### src/rtl/mc_controller_if.sv
// Control bundle between the multi-cycle controller and its datapath.
// The controller is the master: it reads instr/zero and drives every enable and select.
interface mc_controller_if;
  logic [31:0] instr;
  logic        zero;
  logic [2:0]  state;
  logic        pcWE;
  logic        irWE;
  logic        grfWE;
  logic        dmWE;
  logic [1:0]  npcSel;
  logic [1:0]  grfSlt;
  logic [1:0]  toReg;
  logic [1:0]  extOp;
  logic [1:0]  aluOp;
  logic        aluB;
  logic [31:0] instrCnt;

  modport master (
    input  instr, zero,
    output state, pcWE, irWE, grfWE, dmWE, npcSel, grfSlt, toReg,
           extOp, aluOp, aluB, instrCnt
  );

  modport slave (
    output instr, zero,
    input  state, pcWE, irWE, grfWE, dmWE, npcSel, grfSlt, toReg,
           extOp, aluOp, aluB, instrCnt
  );
endinterface

### src/rtl/mc_controller.sv
// Multi-cycle MIPS-subset controller: IF/DCD/EXE/MEM/WB FSM with combinational
// control decode from the current state and the held instruction word.
module mc_controller (
  input  logic            clk,
  input  logic            reset,
  mc_controller_if.master ctrl
);
  typedef enum logic [2:0] {
    S_IF  = 3'd0,
    S_DCD = 3'd1,
    S_EXE = 3'd2,
    S_MEM = 3'd3,
    S_WB  = 3'd4
  } state_e;

  typedef enum logic [3:0] {
    I_ADDU, I_SUBU, I_ORI, I_LW, I_SW, I_BEQ, I_LUI, I_JAL, I_JR, I_UNK
  } instr_e;

  state_e      state_q, state_d;
  logic [31:0] cnt_q;
  instr_e      kind;
  logic        retire;
  logic        pc_we, ir_we, grf_we, dm_we;
  logic        unused_instr_bits;

  assign unused_instr_bits = ^ctrl.instr[25:6];

  always_comb begin
    kind = I_UNK;
    case (ctrl.instr[31:26])
      6'b000000: begin
        case (ctrl.instr[5:0])
          6'b100001: kind = I_ADDU;
          6'b100011: kind = I_SUBU;
          6'b001000: kind = I_JR;
          default:   kind = I_UNK;
        endcase
      end
      6'b001101: kind = I_ORI;
      6'b100011: kind = I_LW;
      6'b101011: kind = I_SW;
      6'b000100: kind = I_BEQ;
      6'b001111: kind = I_LUI;
      6'b000011: kind = I_JAL;
      default:   kind = I_UNK;
    endcase
  end

  // NOTE: every output gets a default before the case so no latch is inferred.
  always_comb begin
    state_d      = S_IF;
    retire       = 1'b0;
    pc_we        = 1'b0;
    ir_we        = 1'b0;
    grf_we       = 1'b0;
    dm_we        = 1'b0;
    ctrl.npcSel  = 2'd0;
    ctrl.grfSlt  = 2'd0;
    ctrl.toReg   = 2'd0;
    ctrl.extOp   = 2'd0;
    ctrl.aluOp   = 2'd0;
    ctrl.aluB    = 1'b0;

    // ALU setup is held from EXE through WB so the DM address and result stay stable.
    if (state_q == S_EXE || state_q == S_MEM || state_q == S_WB) begin
      case (kind)
        I_BEQ:        begin ctrl.aluOp = 2'd1; ctrl.extOp = 2'd2; end
        I_LW, I_SW:   ctrl.aluB = 1'b1;
        I_SUBU:       ctrl.aluOp = 2'd1;
        I_ORI:        begin ctrl.aluOp = 2'd3; ctrl.aluB = 1'b1; ctrl.extOp = 2'd1; end
        I_LUI:        begin ctrl.aluB = 1'b1; ctrl.extOp = 2'd3; end
        default:      ;
      endcase
    end

    case (state_q)
      S_IF: begin
        ir_we   = 1'b1;
        pc_we   = 1'b1;
        state_d = S_DCD;
      end
      S_DCD: begin
        case (kind)
          I_JAL: begin
            grf_we      = 1'b1;
            ctrl.grfSlt = 2'd2;
            ctrl.toReg  = 2'd2;
            pc_we       = 1'b1;
            ctrl.npcSel = 2'd2;
            retire      = 1'b1;
          end
          I_JR: begin
            pc_we       = 1'b1;
            ctrl.npcSel = 2'd3;
            retire      = 1'b1;
          end
          I_UNK:   retire  = 1'b1;
          default: state_d = S_EXE;
        endcase
      end
      S_EXE: begin
        case (kind)
          I_BEQ: begin
            ctrl.npcSel = 2'd1;
            pc_we       = ctrl.zero;
            retire      = 1'b1;
          end
          I_LW, I_SW:                    state_d = S_MEM;
          I_ADDU, I_SUBU, I_ORI, I_LUI:  state_d = S_WB;
          default:                       state_d = S_IF;
        endcase
      end
      S_MEM: begin
        case (kind)
          I_SW: begin
            dm_we  = 1'b1;
            retire = 1'b1;
          end
          I_LW:    state_d = S_WB;
          default: state_d = S_IF;
        endcase
      end
      S_WB: begin
        grf_we      = 1'b1;
        retire      = 1'b1;
        ctrl.grfSlt = (kind == I_ADDU || kind == I_SUBU) ? 2'd1 : 2'd0;
        ctrl.toReg  = (kind == I_LW) ? 2'd1 : 2'd0;
      end
      default: state_d = S_IF;
    endcase
  end

  // Enables are gated by reset so they drop the instant reset asserts.
  assign ctrl.pcWE     = pc_we  & reset;
  assign ctrl.irWE     = ir_we  & reset;
  assign ctrl.grfWE    = grf_we & reset;
  assign ctrl.dmWE     = dm_we  & reset;
  assign ctrl.state    = state_q;
  assign ctrl.instrCnt = cnt_q;

  // NOTE: sequential state is updated with non-blocking assignments only.
  always_ff @(posedge clk or negedge reset) begin
    if (!reset) begin
      state_q <= S_IF;
      cnt_q   <= '0;
    end else begin
      state_q <= state_d;
      if (retire) cnt_q <= cnt_q + 32'd1;
    end
  end
endmodule
### src/flat_wrapper.sv
// flat-port wrapper written by rule: the top's interface ports become plain ports
module mc_controller_flat 
  (clk, reset, ctrl_instr, ctrl_zero, ctrl_state, ctrl_pcWE, ctrl_irWE, ctrl_grfWE, ctrl_dmWE, ctrl_npcSel, ctrl_grfSlt, ctrl_toReg, ctrl_extOp, ctrl_aluOp, ctrl_aluB, ctrl_instrCnt);
  mc_controller_if ctrl_i ();
  input  logic clk;
  input  logic reset;
  input wire logic [$bits(ctrl_i.instr)-1:0] ctrl_instr;
  input wire logic [$bits(ctrl_i.zero)-1:0] ctrl_zero;
  output wire logic [$bits(ctrl_i.state)-1:0] ctrl_state;
  output wire logic [$bits(ctrl_i.pcWE)-1:0] ctrl_pcWE;
  output wire logic [$bits(ctrl_i.irWE)-1:0] ctrl_irWE;
  output wire logic [$bits(ctrl_i.grfWE)-1:0] ctrl_grfWE;
  output wire logic [$bits(ctrl_i.dmWE)-1:0] ctrl_dmWE;
  output wire logic [$bits(ctrl_i.npcSel)-1:0] ctrl_npcSel;
  output wire logic [$bits(ctrl_i.grfSlt)-1:0] ctrl_grfSlt;
  output wire logic [$bits(ctrl_i.toReg)-1:0] ctrl_toReg;
  output wire logic [$bits(ctrl_i.extOp)-1:0] ctrl_extOp;
  output wire logic [$bits(ctrl_i.aluOp)-1:0] ctrl_aluOp;
  output wire logic [$bits(ctrl_i.aluB)-1:0] ctrl_aluB;
  output wire logic [$bits(ctrl_i.instrCnt)-1:0] ctrl_instrCnt;
  assign ctrl_i.instr = ctrl_instr;
  assign ctrl_i.zero = ctrl_zero;
  assign ctrl_state = ctrl_i.state;
  assign ctrl_pcWE = ctrl_i.pcWE;
  assign ctrl_irWE = ctrl_i.irWE;
  assign ctrl_grfWE = ctrl_i.grfWE;
  assign ctrl_dmWE = ctrl_i.dmWE;
  assign ctrl_npcSel = ctrl_i.npcSel;
  assign ctrl_grfSlt = ctrl_i.grfSlt;
  assign ctrl_toReg = ctrl_i.toReg;
  assign ctrl_extOp = ctrl_i.extOp;
  assign ctrl_aluOp = ctrl_i.aluOp;
  assign ctrl_aluB = ctrl_i.aluB;
  assign ctrl_instrCnt = ctrl_i.instrCnt;
  mc_controller u_core (.clk(clk), .reset(reset), .ctrl(ctrl_i));
endmodule
### config.mk
export PLATFORM = sky130hd
export DESIGN_NAME = mc_controller_flat
export DESIGN_NICKNAME = d
export VERILOG_FILES = /design/src/rtl/mc_controller_if.sv /design/src/rtl/mc_controller.sv /design/src/flat_wrapper.sv
export SDC_FILE = /design/constraint.sdc
export NUM_CORES = 1
export LEC_CHECK = 0
export CAP_MARGIN = 15
export CORE_MARGIN = 2
export CORE_UTILIZATION = 40
export DETAILED_ROUTE_END_ITERATION = 10
export MAX_ROUTING_LAYER = met4
export PLACE_DENSITY = 0.84
export SYNTH_ARGS = -nofsm -noshare
export SYNTH_HDL_FRONTEND = slang
export SYNTH_SLANG_ARGS = --single-unit
### constraint.sdc
create_clock -name clk -period 1.9 [get_ports clk]
set_clock_uncertainty 0.05 [all_clocks]
set_input_delay 0.285 -clock clk [delete_from_list [all_inputs] [get_ports clk]]
set_output_delay 0.285 -clock clk [all_outputs]
set_load 0.01 [all_outputs]
== Word-level counts from Yosys, hierarchy flattened ==
Cells that the tools add are included.

* Bits in registers: 35
* Bits of input ports: 35
* Word-level logic and storage cells: 72
* Output and inout port bits: 50

* Bitwise logic cells: 4
* Equality and inequality tests: 22
* Add/sub/neg operators: 1
* Muxes and demuxes: 31
* Reduce and logical (&&, ||, !) cells: 12

{| class="wikitable"
|+ Operators by type and width
! cell !! number
|-
| $add A32 B1 Y32 const B || 1
|-
| $pmux W4 S7 || 1
|-
| $eq A6 B6 Y1 const B || 4
|-
| $pmux W2 S2 || 5
|-
| $eq A6 B4 Y1 const B || 3
|-
| $eq A4 B3 Y1 const B || 4
|-
| $mux W1 || 13
|-
| $pmux W3 S4 || 1
|-
| $pmux W4 S3 || 1
|-
| $eq A4 B2 Y1 const B || 2
|-
| $eq A4 B4 Y1 const B || 2
|-
| $mux W2 || 4
|-
| $reduce_or A4 Y1 || 2
|-
| $eq A3 B2 Y1 const B || 2
|-
| $eq A6 B2 Y1 const B || 1
|-
| $eq A6 B3 Y1 const B || 1
|-
| $logic_not A6 Y1 || 1
|-
| $pmux W2 S3 || 1
|-
| $pmux W3 S2 || 1
|-
| $reduce_or A2 Y1 || 3
|-
| $and A1 B1 Y1 || 4
|-
| $eq A4 B1 Y1 const B || 1
|-
| $logic_not A4 Y1 || 1
|-
| $pmux W1 S4 || 1
|-
| other kinds (8) || 10
|}

== Logic depth before layout (Yosys ltp) ==
* Depth in word-level cells: 8
* Gate-level depth with buffers: 8
* Depth with buffers taken out: 6

== Worst setup path before layout ==
OpenSTA, ideal clock, no wires.

* Kind: input port to output port
* Start: input port ctrl_instr[29]
* End: output port ctrl_pcWE
* Buffers on the path: 0
* Data arrival time: 1.623 ns
* Path slack: -0.058 ns
* Data required time: 1.565 ns
* Stages on the path: 5
* Cells stage by stage: or3_1 or3_4 nor2b_1 nor2_1 o21a_1

* Word-level cells in the longest chain between the ends: 7
* Elaborated cells between the ends (all ways): 16
* Those cells by class: eq/ne: 9; mux: 4; bitwise: 1; reduce/logical: 2

{| class="wikitable"
|+ Ends and longest elaborated chain
! element !! RTL line !! RTL
|-
| from (decl) || flat_wrapper.sv:7 || <nowiki>input wire logic [$bits(ctrl_i.instr)-1:0] ctrl_instr;</nowiki>
|-
| $eq A6 B2 Y1, or another cell as far along || mc_controller.sv:31 || <nowiki>case (ctrl.instr[31:26])</nowiki>
|-
| $pmux W4 S7 * || mc_controller.sv:31 ||
|-
| $eq A4 B4 Y1 or $eq A4 B3 Y1 (tied branches) || mc_controller.sv:84 || <nowiki>case (kind)</nowiki>
|-
| $reduce_or A2 Y1 (no source line) || - ||
|-
| $mux W1 || mc_controller.sv:84 ||
|-
| $pmux W1 S3 * || mc_controller.sv:77 || <nowiki>case (state_q)</nowiki>
|-
| $and A1 B1 Y1 * || mc_controller.sv:135 || <nowiki>assign ctrl.pcWE = pc_we & reset;</nowiki>
|-
| to (decl) || flat_wrapper.sv:10 || <nowiki>output wire logic [$bits(ctrl_i.pcWE)-1:0] ctrl_pcWE;</nowiki>
|}

Mark *: on every way between the ends. The rest lies on a longest branch, timed or not.

== Worst setup path in the final report ==
* Start: register u_core.cnt_q[8], in the netlist u_core.ctrl.instrCnt[8]
* End: register u_core.cnt_q[23], in the netlist u_core.ctrl.instrCnt[23]

* Word-level cells in the longest chain between the ends: 1

{| class="wikitable"
|+ Ends and longest elaborated chain
! element !! RTL line !! RTL
|-
| from (decl) || mc_controller.sv:21 || <nowiki>logic [31:0] cnt_q;</nowiki>
|-
| from (signal assigned) || mc_controller.sv:149 || <nowiki>if (retire) cnt_q <= cnt_q + 32'd1;</nowiki>
|-
| $add A32 B1 Y32 || mc_controller.sv:149 ||
|}

Every way passes these cells.
A chain may end at the register's enable or synchronous reset.

==> results.md <==
* Drt pass-1 iters at 4
* Count of final hold-check violations at 0
* Root Driver: clkbuf_8
* Post-synth EDFFs at 0
* Vias/cell at 5.69
* Synthesis-to-layout area growth at 64.8%
* Worst EP required at 2040 ps
* Final Core Density at 67.1%
* Final setup viols at 39
* Fin Setup TNS at -3060 ps
* Final min period at approximately 2100 ps
* Worst-margin pin slew at around 400 ps
* Ports at 85
* PD cells at 705 mW/mm^2
* Total track usage at between 20 and 25%
* Failing checks: negative setup slack
* Reg2reg path depth at 7
* Avg Inst Size Synth at between 9 and 10 sq um
* Register area share after synthesis at between 30% and 40%
* Yosys warns at 0
* WL met1 at 2.86 mm
* I/O Buffers at 64
* DRC viols at 0
* CP startpoint kind: flip-flop
* Endpoint class of the critical path: flip-flop
* Peak supply drop at 0.616 mV
* Leak at about 1.5 nW
* Hpwl dp at roughly 4.4 mm
* Register area at 876 sq um
* Antenna-violating nets left at 0
* Pre-CTS WS at -893 ps
* Initial antenna violation count at 0
* Post-route cell area at 0.00363 sq mm
* Clock-pin slew on the worst setup and hold paths at roughly 80 ps
* Vias after detailed routing at roughly 2,400
* Worst setup margin at -227 ps
* Sink Count at 35
* Total gr overflow at 0
* H-tree levels at 2
* Clk buf depth at 2
* Wire per inst at 17.6 microns
* Reg2reg start: u_core.ctrl.instrCnt[8]$_DFFE_PN0P_
* Max layer used: met4
* Antenna Cells at 0
* MaxCap Viol Count at 0
* R2r endpoint: u_core.ctrl.instrCnt[23]$_DFFE_PN0P_
* Met2 WL at roughly 3.8 mm
* 1st-iter DRT viols at 260
* Die Footprint at 0.00611 sq mm
* Die Wd at slightly below 80 microns
* Fraction of registers with async set/reset at 100%
* Initial Util at around 41%
* First-pass GRT wire length at roughly 11 mm
* Maximum clock rate at roughly 470 MHz
* Status: finished, violations left
* Flop2flop setup slack at -230 ps
* DR WL met3 at between 500 and 600 microns
* Main flop type after synthesis: dfrtp_1
* Final hold slack at 382 ps
* RSZ-0062 raised after global routing: yes
* Area of the multi-input gates at between 0.001 and 0.0015 sq mm
* Crit-path max FO at 4
* Final Cycle Share at 112%
* Slew Viols, Final at 0
* Library cells used by synthesis at 45
* Vias in the first global route at roughly 2,400
* Rel. slew slack at between 70% and 80%
* Worst setup path class: flip-flop to flip-flop
* Rows at 27
* Area of the mapped netlist at about 0.0022 sq mm
* Gpl congestion at approximately 0.95
* Clk Latency, worst-skew pair at 300 ps
* Area post-placement at ~0.0032 sq mm
* Total CTS buffers at 5
* Die Ht at approximately 80 microns
* Arrival time worst endpoint at 2270 ps
* Post-synthesis cell count at roughly 230
* Fillers at a little under 400
* Hold Crit Class: primary input to asynchronous set/reset pin
* Nets at 380
* Mapped Nets at 270
* Pin count of the biggest net entering global routing at 33
* Core area at around 0.0054 sq mm
* Synth Register Bits at 35
* Layout cells sized above 1 at 37.4%
* Finished Layout Cells at approximately 420
* CTS tree: built
* Placed cells at ~400
* Final Power at around 2.6 mW
* Final wirelength at between 7 and 8 mm
-- repair_timing --
| item | 4_1_cts | 5_1_grt |
|---|---|---|
| endpoints found under the setup margin | 47 | 47 |
| resized for setup | 109 | 35 |
| buffers inserted | 4 | 5 |
| hold endpoints to repair | 3 | 0 |
| cloned | 2 | 0 |
| pin swaps | 18 | 26 |
| hold buffers | 1 | 0 |
-- layer usage --
layer  global-route usage, %  up-vias
met5                       -        -
met4                    8.42        0
met3                    4.71       15
met2                    43.3      128
met1                    26.8     1144
li1                        -     1084
-- cell type report --
cell class                 instances  area share, %
clock buffer                       5           1.90
sequential                        35           24.2
clock inverter                     3          0.552
inverter                           5          0.518
timing repair buffer             122           30.3
tap                               72           2.48
multi-input combinational        175           40.1
-- critical path: stages (launching register included) --
cell,delay [ps]
dfrtp_1,410
nand4_4,130
nor4_4,350
nand4_1,310
buf_4,250
nor2_4,70
o211ai_1,140
xnor2_1,310
-- synthesized netlist by cell type (2+ instances only) --
cell type   n  area, sq um
inv_1       5         18.8
nand3_1     9         45.0
nand4_1     4         25.0
nand2_1    10         37.5
clkbuf_1    9         33.8
nor3_1      7         35.0
a31oi_1     2         12.5
nor4_1      3         18.8
o2111ai_1  16          140
nor3b_1     2         15.0
and2_1      7         43.8
nor2b_1     6         37.5
nand2b_1    3         18.8
nor2_1     18         67.6
a211oi_1    2         15.0
o21ai_0     5         25.0
and3_1      8         50.1
mux2_2      2         22.5
o211ai_1   12         90.1
or3_1       5         31.3
buf_4       3         22.5
buf_2       7         35.0
xnor2_1    31          272
a21oi_1     3         15.0
dfrtp_1    35          876
-- sequential cells by signal, indices dropped and copies added, names as in the netlist --
name,flops
u_core.ctrl.instrCnt,32
u_core.ctrl.state,3
-- layout by cell type, fill, tap and decap left out, types with 5 or more instances in the layout --
master / netlist / routed
and2_1: 7 / 6
and3_1: 8 / 8
buf_2: 7 / 11
buf_4: 3 / 49
buf_6: 0 / 9
clkbuf_8: 0 / 5
clkdlybuf4s50_1: 0 / 36
dfrtp_1: 35 / 35
inv_1: 5 / 5
nand2_1: 10 / 9
nand3_1: 9 / 8
nor2_1: 18 / 13
o2111ai_1: 16 / 10
o211ai_1: 12 / 12
xnor2_1: 31 / 31
-- cells by family (layout without fill, tap and decap cells) --
logic type	Yosys count	after routing	synth area share [%]
simple gates	90	90	23.3
compound gates	50	50	17.6
flops	35	35	39.8
xor+xnor	32	32	12.7
buf+inv	24	135	5.00
mux	2	2	1.02
fa+ha+maj	1	1	0.568
-- power breakdown --
group | total [mW] | leakage (nW) | internal, mW | switching (mW)
clock network | 0.559 | 0.0402 | 0.255 | 0.304
logic | 1.07 | 1.01 | 0.501 | 0.571
registers | 0.925 | 0.475 | 0.830 | 0.0952
total | 2.56 | 1.52 | 1.59 | 0.970
-- worst max path at each step --
stage,startpoint,endpoint,depth (start not counted)
floorplan,ctrl_instr[27],u_core.ctrl.instrCnt[24]$_DFFE_PN0P_,8
global placement,ctrl_instr[29],ctrl_grfWE,7
detailed placement,ctrl_instr[29],ctrl_grfWE,7
CTS,ctrl_instr[29],ctrl_grfWE,7
global route,u_core.ctrl.instrCnt[8]$_DFFE_PN0P_,u_core.ctrl.instrCnt[31]$_DFFE_PN0P_,6
finish,u_core.ctrl.instrCnt[8]$_DFFE_PN0P_,u_core.ctrl.instrCnt[23]$_DFFE_PN0P_,7
(Power assumes the default switching activity.)
